`config.mk`:
```
export PLATFORM = sky130hd
export DESIGN_NAME = sync_filter
export DESIGN_NICKNAME = d
export VERILOG_FILES = /design/src/rtl/sync_pkg.sv /design/src/rtl/sync_filter_ch.sv /design/src/rtl/sync_filter.sv
export SDC_FILE = /design/constraint.sdc
export NUM_CORES = 1
export LEC_CHECK = 0
export ABC_AREA = 0
export CAP_MARGIN = 10
export CORE_AREA = 2 2 39 41
export CTS_CLUSTER_SIZE = 20
export DETAILED_ROUTE_END_ITERATION = 10
export DIE_AREA = 0 0 41 43
export GPL_ROUTABILITY_DRIVEN = 0
export MAX_ROUTING_LAYER = met4
export SLEW_MARGIN = 20
export SYNTH_ARGS = -nofsm -noshare
export SYNTH_HDL_FRONTEND = slang
export SYNTH_SLANG_ARGS = --single-unit
```
`constraint.sdc`:
```
create_clock -name clk_in -period 0.8 [get_ports clk_in]
set_input_delay 0.12 -clock clk_in [delete_from_list [all_inputs] [get_ports clk_in]]
set_output_delay 0.12 -clock clk_in [all_outputs]
set_load 0.02 [all_outputs]
```
`src/rtl/sync_pkg.sv`:
```
// sync_pkg: shared constants and elaboration helpers for the multi-channel synchroniser
package sync_pkg;
  localparam int SYNC_STAGES_MIN = 2;
  localparam int SYNC_STAGES_MAX = 4;
  function automatic int clog2(input int n);
    int r = 0;
    for (int v = n - 1; v > 0; v = v >> 1) r++;
    return r;
  endfunction
  function automatic int cnt_width(input int filter_len);
    return clog2(filter_len) < 1 ? 1 : clog2(filter_len);
  endfunction
  function automatic bit params_ok(input int stages, input int filter_len);
    return stages >= SYNC_STAGES_MIN && stages <= SYNC_STAGES_MAX && filter_len >= 1;
  endfunction
endpackage

```
`src/rtl/sync_filter_ch.sv`:
```
// sync_filter_ch: one channel of flop-chain synchroniser, stability filter and edge pulses
module sync_filter_ch
  import sync_pkg::*;
#(
  parameter int   STAGES      = 2,
  parameter int   FILTER_LEN  = 1,
  parameter logic RESET_VALUE = 1'b0
) (
  input  logic clk_in,
  input  logic rst_i,
  input  logic serial_in,
  output logic level_o,
  output logic rise_o,
  output logic fall_o,
  output logic rise_nxt,
  output logic fall_nxt
);
  localparam int CW = cnt_width(FILTER_LEN);
  logic [STAGES-1:0] chain;
  logic [CW-1:0]     cnt;
  logic              s, upd;
  assign s        = chain[STAGES-1];
  // a differing sample that completes the run is accepted on this edge
  assign upd      = (s != level_o) && (cnt == CW'(FILTER_LEN - 1));
  assign rise_nxt = upd & s;
  assign fall_nxt = upd & ~s;
  always_ff @(posedge clk_in or posedge rst_i) begin
    if (rst_i) begin
      chain   <= {STAGES{RESET_VALUE}};
      cnt     <= '0;
      level_o <= RESET_VALUE;
      rise_o  <= 1'b0;
      fall_o  <= 1'b0;
    end else begin
      chain   <= {chain[STAGES-2:0], serial_in};
      cnt     <= (s == level_o || upd) ? '0 : cnt + CW'(1);
      level_o <= upd ? s : level_o;
      rise_o  <= rise_nxt;
      fall_o  <= fall_nxt;
    end
  end
endmodule

```
`src/rtl/sync_filter.sv`:
```
// sync_filter: WIDTH independent synchronised, glitch-filtered channels with rise/fall/change pulses
module sync_filter
  import sync_pkg::*;
#(
  parameter int               WIDTH       = 1,
  parameter int               STAGES      = 2,
  parameter int               FILTER_LEN  = 1,
  parameter logic [WIDTH-1:0] RESET_VALUE = {WIDTH{1'b0}}
) (
  input  logic             clk_in,
  input  logic             rst_i,
  input  logic [WIDTH-1:0] serial_in,
  output logic [WIDTH-1:0] level_o,
  output logic [WIDTH-1:0] rise_o,
  output logic [WIDTH-1:0] fall_o,
  output logic             change_o
);
  if (!params_ok(STAGES, FILTER_LEN)) begin : g_bad_params
    $error("sync_filter: STAGES must be %0d..%0d and FILTER_LEN >= 1", SYNC_STAGES_MIN, SYNC_STAGES_MAX);
  end
  logic [WIDTH-1:0] rise_nxt, fall_nxt;
  for (genvar i = 0; i < WIDTH; i++) begin : g_ch
    sync_filter_ch #(
      .STAGES     (STAGES),
      .FILTER_LEN (FILTER_LEN),
      .RESET_VALUE(RESET_VALUE[i])
    ) u_ch (
      .clk_in   (clk_in),
      .rst_i    (rst_i),
      .serial_in(serial_in[i]),
      .level_o  (level_o[i]),
      .rise_o   (rise_o[i]),
      .fall_o   (fall_o[i]),
      .rise_nxt (rise_nxt[i]),
      .fall_nxt (fall_nxt[i])
    );
  end
  // built from next-state pulses so change_o lines up with rise_o/fall_o
  always_ff @(posedge clk_in or posedge rst_i) begin
    if (rst_i) change_o <= 1'b0;
    else change_o <= |(rise_nxt | fall_nxt);
  end
endmodule

```
# Word level (Yosys, flattened, before mapping)
# Cells that the tools add are included.
# word_totals
reg_bits,7
latch_bits,0
mem_bits_rw,0
mem_bits_ro,0
in_bits,3
output_inout_bits,4
word_cells,17
mem_count,0
# classes
addsub,1
mul,0
n_div,0
magnitude_cmp,0
eq_ne,2
shift,0
mux,1
bitwise_logic,5
n_reduce_logical,2
# ops
cell,count
bitwise AND 1 bit,2
inverter 1 bit,2
adder 1 bit (second input constant),1
equality test 1 bit,1
logical AND 1 bit,1
logical OR 1 bit,1
2-to-1 mux 1 bit,1
!= test 1 bit,1
OR 1 bit,1

# Logic depth before layout (Yosys ltp)
# Gate-level depths: netlist of run 1.
# depth
word_depth,4
depth_mapped,2
ltp_nobuf,2

# Modules after synthesis
# A second synthesis of run 1 with hierarchy kept.
# unflattened
hier_cells,14
hier_area_um2,222.7
# modules_own_cells
mod,n_inst,cells_each,area_each_um2,seq_area_each_um2
sync_filter_ch,1,11,187.7,150.1
sync_filter,1,3,35.0,25.0

# Worst setup path before layout of run 1
# Ideal clock, no wire load.
# synth_timing
path_kind,register to register
start,register g_ch[0].u_ch.level_o
end,register change_o
setup_time_ps,119
t_arrival_ps,686
required_time_ps,681
slack_ps,-5
path_stages_with_launch,3
n_path_buf,0
synth_period_minus_slack_ps,805
cell_sequence,dfrtp_1 xnor2_1 nor2_1
# synth_via
elab_chain_cells,4
word_cells_on_any_way,5
cone_classes,1 x eq/ne; 3 x bitwise; 1 x reduce/logical
# synth_rtl
element,line,source
from (decl),sync_filter_ch.sv:12,"output logic level_o,"
from (signal assigned),sync_filter_ch.sv:37,level_o <= upd ? s : level_o;
!= test 1 bit *,sync_filter_ch.sv:24,assign upd = (s != level_o) && (cnt == CW'(FILTER_LEN - 1));
logical AND 1 bit *,sync_filter_ch.sv:24,
bitwise AND 1 bit (on tied branches),"sync_filter_ch.sv:25, sync_filter_ch.sv:26",
OR 1 bit *,sync_filter.sv:41,else change_o <= |(rise_nxt | fall_nxt);
to (signal assigned),sync_filter.sv:41,
to (decl),sync_filter.sv:16,output logic change_o
# Mark *: on every way between the ends. The rest lies on a longest branch, timed or not.
# A chain may end at the register's enable or synchronous reset.

# Worst setup path after layout of run 1
# layout_timing
start,register g_ch[0].u_ch.level_o
end,output level_o
# layout_lines
element,line,source
to (decl),sync_filter.sv:13,"output logic [WIDTH-1:0] level_o,"
# No word-level cell between the ends.

==> reports/metrics.cfg, run 1 <==
[logic_synthesis]
netlist_instances=16
syn_area_sq_um=220
synth_warnings=0
avgSynthCellArea_sq_um=13.8
synth_fp_nets=19
seq_area_frac_synth=0.795
synth-seq-cells=7
ys_types=8

[critical_path]
cp_max_fo=2
max_stage_delay_ns=0.40
end_kind=output port
crit_family=flip-flops
cp_num_buf_inv=1
path_cells=buf_6
startpoint_type=register
crit_type=reg2out
crit_arrival_ns=0.77
cpMaxStageDelayCell=dfrtp_2
required_ns=0.68

[timing]
min_period_ns=0.893
max_freq_mhz=1120
setup_viol=6
fin_crit_sh=1.12
worst_slack_ns=-0.0931
rsz0062_at_grt=yes
hold_violations=0
drv_slew=0
finClkSkew_ns=0.00376

[grt]
antenna_found_initial=0
grt_usage=0.0550
top_usage_layer=met3
gr-usage-met1=0.0397
grt_pass1_wl_microns=503
grt_pass1_vias=127
overflow=0
met3_usage=0.0942
use_met2=0.0531
grt_max_degree=8

[clock_network]
cts_tree=yes
cts_hold_buf=0
htreeDepth=1
cts_buffers=3
cts_resized=25
clock_latency_ns=0.24
cts_sinks=7
cts_setup_buffers=0
cts.reportedPaths.clkPinSlew_ns=0.05
cts_buffer_depth=2
cts_root_buffer=clkbuf_4

[detailed_routing]
antenna_left=0
num_vias=138
dr.pass1.iters=2
routedWlPerCell_microns=6.67
drt_iter0_markers=1
viasPerCell=3.21
drc_errors=0
totalWireLength_microns=287

[power]
leakage_nw=0.168
power.density_mw_per_mm2=2290
pwr-share-comb=0.124
pwr-share-clk=0.385
power_switching_uw=174
ir_worst_vdd_v=0.00117
p_sw_frac=0.219
p_seq_frac=0.491
power.internal_uw=622

[floorplanning]
die_w_microns=41
start_util=0.159
fp.dieH_microns=43
core_sq_mm=0.00138
row_count=14
io_pins=7
die-area_sq_mm=0.00176

[outcome]
status=finished, violations left
violations=setup timing

[placement]
dp_cells=39
io_buffers=6

[final_layout]
layout-drive-gt1-share=0.370
n_antenna_cell=0
final_cells=43
area_delta_synth_final_pct=58.0
fin_nets=31
post-route-util=0.251

[flow_run]
drv_cap=0

[min_path]
min_path_type=in2async

[metrics by stage]
step | area [sq um] | TNS (ns) | worst slack [ns] | total power [mW] | hold WS, ns
2_1_floorplan | 221 | 0 | 0.0285 | 0.435 | -0.0767
3_3_place_gp | 309 | -0.894 | -0.240 | 0.482 | 0.333
3_5_place_dp | 309 | -0.922 | -0.243 | 0.484 | 0.337
4_1_cts | 348 | -0.369 | -0.105 | 0.817 | 0.0955
5_1_grt | 348 | -0.511 | -0.130 | 0.853 | 0.128
6_report | 348 | -0.315 | -0.0931 | 0.796 | 0.0969
[per-layer routing]
metal  part of all wire  vias up
met5                  0        -
met4              0.021        0
met3               0.15        2
met2               0.42        9
met1               0.40       60
li1                   -       67
[synthesized netlist by cell type, drive strengths merged]
library cell,n,area share
nor3b,1,0.034
nor2,2,0.034
xnor2,1,0.040
inv,1,0.017
nand2,2,0.034
nand2b,1,0.028
conb,1,0.017
dfrtp,7,0.80
[state kept, by name, summed over array words and instances, names as in the netlist]
| name | flops |
|---|---|
| g_ch.u_ch.cnt | 1 |
| g_ch.u_ch.rise_o | 1 |
| g_ch.u_ch.chain | 2 |
| g_ch.u_ch.level_o | 1 |
| change_o | 1 |
| g_ch.u_ch.fall_o | 1 |
[power groups by stage]
| stage | registers, mW | clock network, mW | logic [mW] |
|---|---|---|---|
| after floorplan | 0.414 | 0 | 0.0215 |
| after global placement | 0.392 | 0 | 0.0901 |
| after detailed placement | 0.392 | 0 | 0.0920 |
| after CTS | 0.390 | 0.327 | 0.100 |
| after global routing | 0.393 | 0.353 | 0.107 |
| final | 0.390 | 0.306 | 0.0988 |
[kinds of logic (layout without fill, tap and decap cells)]
| group | count (synthesis) | count (layout) | synth area share |
|---|---|---|---|
| other | 1 | 1 | 0.0170 |
| AND/OR/NAND/NOR | 6 | 6 | 0.131 |
| XOR/XNOR | 1 | 1 | 0.0398 |
| flip-flops | 7 | 7 | 0.795 |
| buffers and inverters | 1 | 12 | 0.0170 |
[layout make-up]
class	count	area, sq um
clock buffers	4	26.3
fillers	150	1040
inverters	1	3.75
multi-input cells	8	48.8
flip-flops and latches	7	176
well taps	16	20.0
repair buffers	7	72.6
[final timing paths]
path	startpoint	end	slack, ns	depth (start not counted)
worst max-delay path	g_ch[0].u_ch.level_o$_DFFE_PP0P_	level_o	-0.09	1
worst min-delay path	rst_i	g_ch[0].u_ch.fall_o$_DFF_PP0_	0.1	2
worst max register to register	g_ch[0].u_ch.level_o$_DFFE_PP0P_	change_o$_DFF_PP0_	-0.04	3
worst min register to register	g_ch[0].u_ch.chain[0]$_DFF_PP0_	g_ch[0].u_ch.chain[1]$_DFF_PP0_	0.35	0
max in group asynchronous	rst_i	g_ch[0].u_ch.level_o$_DFFE_PP0P_	0.48	2
min in group clk_in	serial_in	g_ch[0].u_ch.chain[0]$_DFF_PP0_	0.32	1
[layout by cell type (no fill, tap or decap)]
cell | netlist | final
nor3b_1 | 1 | 1
nand2_1 | 2 | 2
clkbuf_1 | 0 | 1
xnor2_2 | 0 | 1
nor2_1 | 2 | 2
clkbuf_4 | 0 | 3
buf_6 | 0 | 4
nand2b_1 | 1 | 1
dfrtp_2 | 0 | 1
conb_1 | 1 | 1
dfrtp_1 | 7 | 6
buf_4 | 0 | 1
inv_1 | 1 | 1
clkdlybuf4s50_1 | 0 | 2
No activity file was read; power rests on OpenSTA's default activity.
==> run 2, diff against run 1 <==
--- a/config.mk
+++ b/config.mk
@@ -13,6 +13,7 @@
 export DIE_AREA = 0 0 41 43
 export GPL_ROUTABILITY_DRIVEN = 0
 export MAX_ROUTING_LAYER = met4
+export PLACE_DENSITY_LB_ADDON = 0.15
 export SLEW_MARGIN = 20
 export SYNTH_ARGS = -nofsm -noshare
 export SYNTH_HDL_FRONTEND = slang
==> run 2 against run 1 <==
  * The flow still finishes with violations (setup timing)
  * Clock skew decreased by 0.0034 ns
  * Global-route usage up 1.0 points
  * Via count increased by 2.2%
  * Sequential power barely moved
  * Sequential cell count unchanged
  * Power up 1.6%
  * Sequential share of layout area did not move
  * Cell count unchanged
  * Combinational power barely moved
  * Worst hold slack hardly changed
  * Worst setup slack got worse by 0.0055 ns
  * Core utilization unchanged
  * Critical endpoint unchanged
  * Largest cell class unchanged
==> reports/metrics.cfg, run 2 (synthesis gave the netlist of run 1 again) <==
[final_layout]
seqCellArea_sq_um=176
fin_nets=31
multi_input_area_sq_um=48.8
n_antenna_cell=0
area_delta_synth_final_pct=58.0
final_cell_mix=6 x dfrtp_1, 4 x buf_6, 3 x clkbuf_4
largest_reg_flops=2
fill_cells=143
layout-drive-gt1-share=0.370
post-route-util=0.251
largest-register=g_ch.u_ch.chain
final_common_cell=dfrtp_1
final_cells=43

[placement]
io_buffers=6
dp_cells=39

[detailed_routing]
drt_iter0_markers=1
routedWlPerCell_microns=7.70
num_vias=141
drc_errors=0
dr.pass1.iters=3
antenna_left=0
viasPerCell=3.28
met2WireLength_microns=158
highest_layer=met4
wl_met1_microns=131
totalWireLength_microns=331
routed-wl-met3_microns=34

[critical_path]
cp_max_fo=2
max_stage_delay_ns=0.40
end_kind=output port
cpMaxStageDelayCell=dfrtp_2
crit_family=flip-flops
path_cells=buf_6
required_ns=0.68
cp_num_buf_inv=1
startpoint_type=register
crit_arrival_ns=0.78
crit_type=reg2out

[clock_network]
cts_root_buffer=clkbuf_4
htreeDepth=1
cts_tree=yes
cts.reportedPaths.clkPinSlew_ns=0.05
cts_sinks=7
cts_buffer_depth=2
clock_latency_ns=0.25
cts_buffers=3
cts_setup_buffers=0

[power]
power.density_mw_per_mm2=2330
power.total_uw=809
power.internal_uw=622
ir_worst_vdd_v=0.000739
p_seq_frac=0.483
leakage_nw=0.168
pwr-share-comb=0.122
power_switching_uw=186
pwr-share-clk=0.395
p_sw_frac=0.230

[floorplanning]
fp.dieH_microns=43
io_pins=7
die_w_microns=41
die-area_sq_mm=0.00176
row_count=14
start_util=0.159
core_sq_mm=0.00138

[grt]
grt_usage=0.0653
overflow=0
grt_max_degree=8
grt_pass1_vias=157
antenna_found_initial=0
grt_pass1_wl_microns=600

[timing]
hold_violations=0
rsz0062_at_grt=yes
max_freq_mhz=1110
fin_crit_sh=1.12
fin_setup_tns_ns=-0.312
min_period_ns=0.899
drv_slew=0
finClkSkew_ns=0.000327
worst_slack_ns=-0.0987
setup_viol=6

[flow_run]
drv_cap=0

[outcome]
status=finished, violations left
violations=setup timing

[min_path]
min_path_type=in2async

[run 2: cell counts in the layout (fill, tap and decap cells not counted)]
No cell type changed its count.
[run 2: path summary, 6_finish.rpt]
path | start | to | slack (ns) | depth (start not counted)
max | g_ch[0].u_ch.level_o$_DFFE_PP0P_ | level_o | -0.1 | 1
min | rst_i | g_ch[0].u_ch.chain[1]$_DFF_PP0_ | 0.1 | 2
max reg2reg | g_ch[0].u_ch.level_o$_DFFE_PP0P_ | change_o$_DFF_PP0_ | -0.02 | 3
min reg2reg | g_ch[0].u_ch.chain[0]$_DFF_PP0_ | g_ch[0].u_ch.chain[1]$_DFF_PP0_ | 0.36 | 0
max in group asynchronous | rst_i | g_ch[0].u_ch.level_o$_DFFE_PP0P_ | 0.47 | 2
min in group clk_in | serial_in | g_ch[0].u_ch.chain[0]$_DFF_PP0_ | 0.32 | 1
[run 2: through the flow]
stage / area (sq um) / hold slack [ns] / setup slack, ns
global placement: 309 / 0.337 / -0.246
CTS: 348 / 0.104 / -0.114
floorplan: 221 / -0.0767 / 0.0285
detailed placement: 309 / 0.341 / -0.249
global route: 348 / 0.135 / -0.141
finish: 348 / 0.0973 / -0.0987
[run 2: power groups by stage]
stage / clock (mW) / combinational, mW / sequential (mW)
after global routing: 0.371 / 0.111 / 0.392
after global placement: 0 / 0.0921 / 0.392
after CTS: 0.338 / 0.101 / 0.391
final: 0.319 / 0.0989 / 0.391
after floorplan: 0 / 0.0215 / 0.414
after detailed placement: 0 / 0.0917 / 0.393
[run 2: cell type report]
class | count | area share
inverter | 1 | 0.0108
sequential | 7 | 0.507
timing repair buffer | 7 | 0.209
tap | 16 | 0.0576
clock buffer | 4 | 0.0755
multi-input combinational | 8 | 0.140
[run 2: routing by layer]
layer / vias to the layer above / track usage
met2: 7 / 0.0719
met4: 0 / 0.0600
li1: 68 / -
met3: 2 / 0.0785
met5: - / -
met1: 64 / 0.0526
[run 2: what timing repair did]
item                                    4_1_cts  5_1_grt
endpoints found under the setup margin        5        7
hold buffers                                  0        0
resized for setup                            25        0
pin swaps                                     1        0
==> run 3, diff against run 2 <==
--- a/config.mk
+++ b/config.mk
@@ -11,9 +11,11 @@
 export CTS_CLUSTER_SIZE = 20
 export DETAILED_ROUTE_END_ITERATION = 10
 export DIE_AREA = 0 0 41 43
+export DONT_BUFFER_PORTS = 1
 export GPL_ROUTABILITY_DRIVEN = 0
 export MAX_ROUTING_LAYER = met4
 export PLACE_DENSITY_LB_ADDON = 0.15
+export RECOVER_POWER = 50
 export SLEW_MARGIN = 20
 export SYNTH_ARGS = -nofsm -noshare
 export SYNTH_HDL_FRONTEND = slang
==> run 3 against run 2 <==
  * The run still ends with setup timing left
  * Core utilization down 2.2 points
  * Register-to-register slack got worse by 0.03 ns
  * Sequential share of layout area increased by 6.0 points
  * Worst setup slack got worse by 0.0021 ns
  * First-iteration DRC count grew to 3.0 times the previous value
  * Cell count is 7.0% lower
  * Clock-buffer cell count unchanged
  * Non-clock buffer count is 3 lower
  * Die area is the same
  * Final area shrank 8.6%
  * Via count decreased by 6.4%
  * Sequential cell count stayed put
  * Largest cell class unchanged
==> reports/metrics.cfg, run 3 (synthesis gave the netlist of run 1 again) <==
[timing]
min_period_ns=0.901
rsz0062_at_grt=yes
finClkSkew_ns=0.00329
drv_slew=0
max_freq_mhz=1110
setup_viol=6
worst_slack_ns=-0.101
fin_crit_sh=1.13
hold_violations=0

[power]
pwr-share-comb=0.082
pwr-share-clk=0.403
power.density_mw_per_mm2=2470
power.internal_uw=604
ir_worst_vdd_v=0.000963
leakage_nw=0.146
power_switching_uw=180
power.total_uw=784
p_seq_frac=0.515
p_sw_frac=0.229

[floorplanning]
io_pins=7
start_util=0.159
row_count=14
fp.dieH_microns=43
core_sq_mm=0.00138
die_w_microns=41
die-area_sq_mm=0.00176

[detailed_routing]
num_vias=132
drc_errors=0
viasPerCell=3.30
totalWireLength_microns=307
dr.pass1.iters=2
routedWlPerCell_microns=7.68
antenna_left=0
drt_iter0_markers=3

[clock_network]
cts_tree=yes
cts_sinks=7
cts.reportedPaths.clkPinSlew_ns=0.05
htreeDepth=1
cts_root_buffer=clkbuf_4
cts_buffer_depth=2
cts_buffers=3
clock_latency_ns=0.25

[outcome]
violations=setup timing
status=finished, violations left

[critical_path]
cpMaxStageDelayCell=dfrtp_2
max_stage_delay_ns=0.40
reg2reg_setup_slack_ns=-0.05
startpoint_type=register
cp_max_fo=2
crit_family=flip-flops
crit_arrival_ns=0.78
cp_num_buf_inv=1
path_cells=buf_6
crit_type=reg2out
end_kind=output port
required_ns=0.68

[final_layout]
final_cells=40
fill_cells=147
fin_nets=28
n_antenna_cell=0
largest_reg_flops=2
final_cell_mix=4 x dfrtp_2, 3 x clkbuf_4, 3 x dfrtp_1
final_common_cell=dfrtp_2
area_delta_synth_final_pct=44.3
largest-register=g_ch.u_ch.chain
layout-drive-gt1-share=0.417

[grt]
grt_max_degree=8
grt_pass1_vias=129
overflow=0
antenna_found_initial=0
grt_pass1_wl_microns=531
grt_usage=0.0549

[flow_run]
drv_cap=0

[min_path]
min_path_type=in2async

[placement]
place_hpwl_microns=215
dp_cells=33
io_buffers=0

-- run 3: path summary, 6_finish.rpt --
path	to	cells after the start	from
setup / recovery	level_o	1	g_ch[0].u_ch.level_o$_DFFE_PP0P_
min in group clk_in	g_ch[0].u_ch.chain[1]$_DFF_PP0_	0	g_ch[0].u_ch.chain[0]$_DFF_PP0_
hold reg to reg	g_ch[0].u_ch.chain[1]$_DFF_PP0_	0	g_ch[0].u_ch.chain[0]$_DFF_PP0_
setup reg to reg	change_o$_DFF_PP0_	3	g_ch[0].u_ch.level_o$_DFFE_PP0P_
hold / removal	g_ch[0].u_ch.rise_o$_DFF_PP0_	2	rst_i
max in group asynchronous	g_ch[0].u_ch.fall_o$_DFF_PP0_	2	rst_i
-- run 3: cell type report --
class                      count  area (sq um)  share of cell area
multi-input combinational      8          48.8               0.154
timing repair buffer           4          38.8               0.122
sequential                     7           180               0.567
inverter                       1          3.75              0.0118
clock buffer                   4          26.3              0.0827
tap                           16          20.0              0.0630
-- run 3: routing by layer --
metal / wire length [microns] / GRT usage / share of wire
met4: 0 / 0.0400 / 0
met2: 130 / 0.0563 / 0.42
met3: 47 / 0.0785 / 0.15
met1: 130 / 0.0461 / 0.42
met5: 0 / - / 0
-- run 3: power by group through the flow --
stage               combinational (mW)  sequential [mW]  clock [mW]
CTS                             0.0591            0.404       0.331
floorplan                       0.0215            0.414           0
detailed placement              0.0378            0.412           0
finish                          0.0641            0.404       0.316
global route                    0.0697            0.407       0.363
global placement                0.0379            0.410           0
-- run 3: stage by stage --
stage / area [sq um] / setup slack [ns] / util / TNS (ns) / hold WS (ns)
floorplan: 221 / 0.0285 / - / 0 / -0.0767
global placement: 249 / 0.0640 / 0.180 / 0 / -0.0423
detailed placement: 249 / 0.0489 / 0.180 / 0 / -0.0439
CTS: 310 / -0.114 / 0.224 / -0.242 / 0.235
global route: 318 / -0.140 / 0.230 / -0.383 / 0.255
finish: 318 / -0.101 / 0.230 / -0.187 / 0.242
-- run 3: repair_timing --
action	in CTS	in global routing
resized for setup	4	1
hold endpoints to repair	8	0
endpoints found under the setup margin	4	6
buffers inserted	1	0
hold buffers	2	0
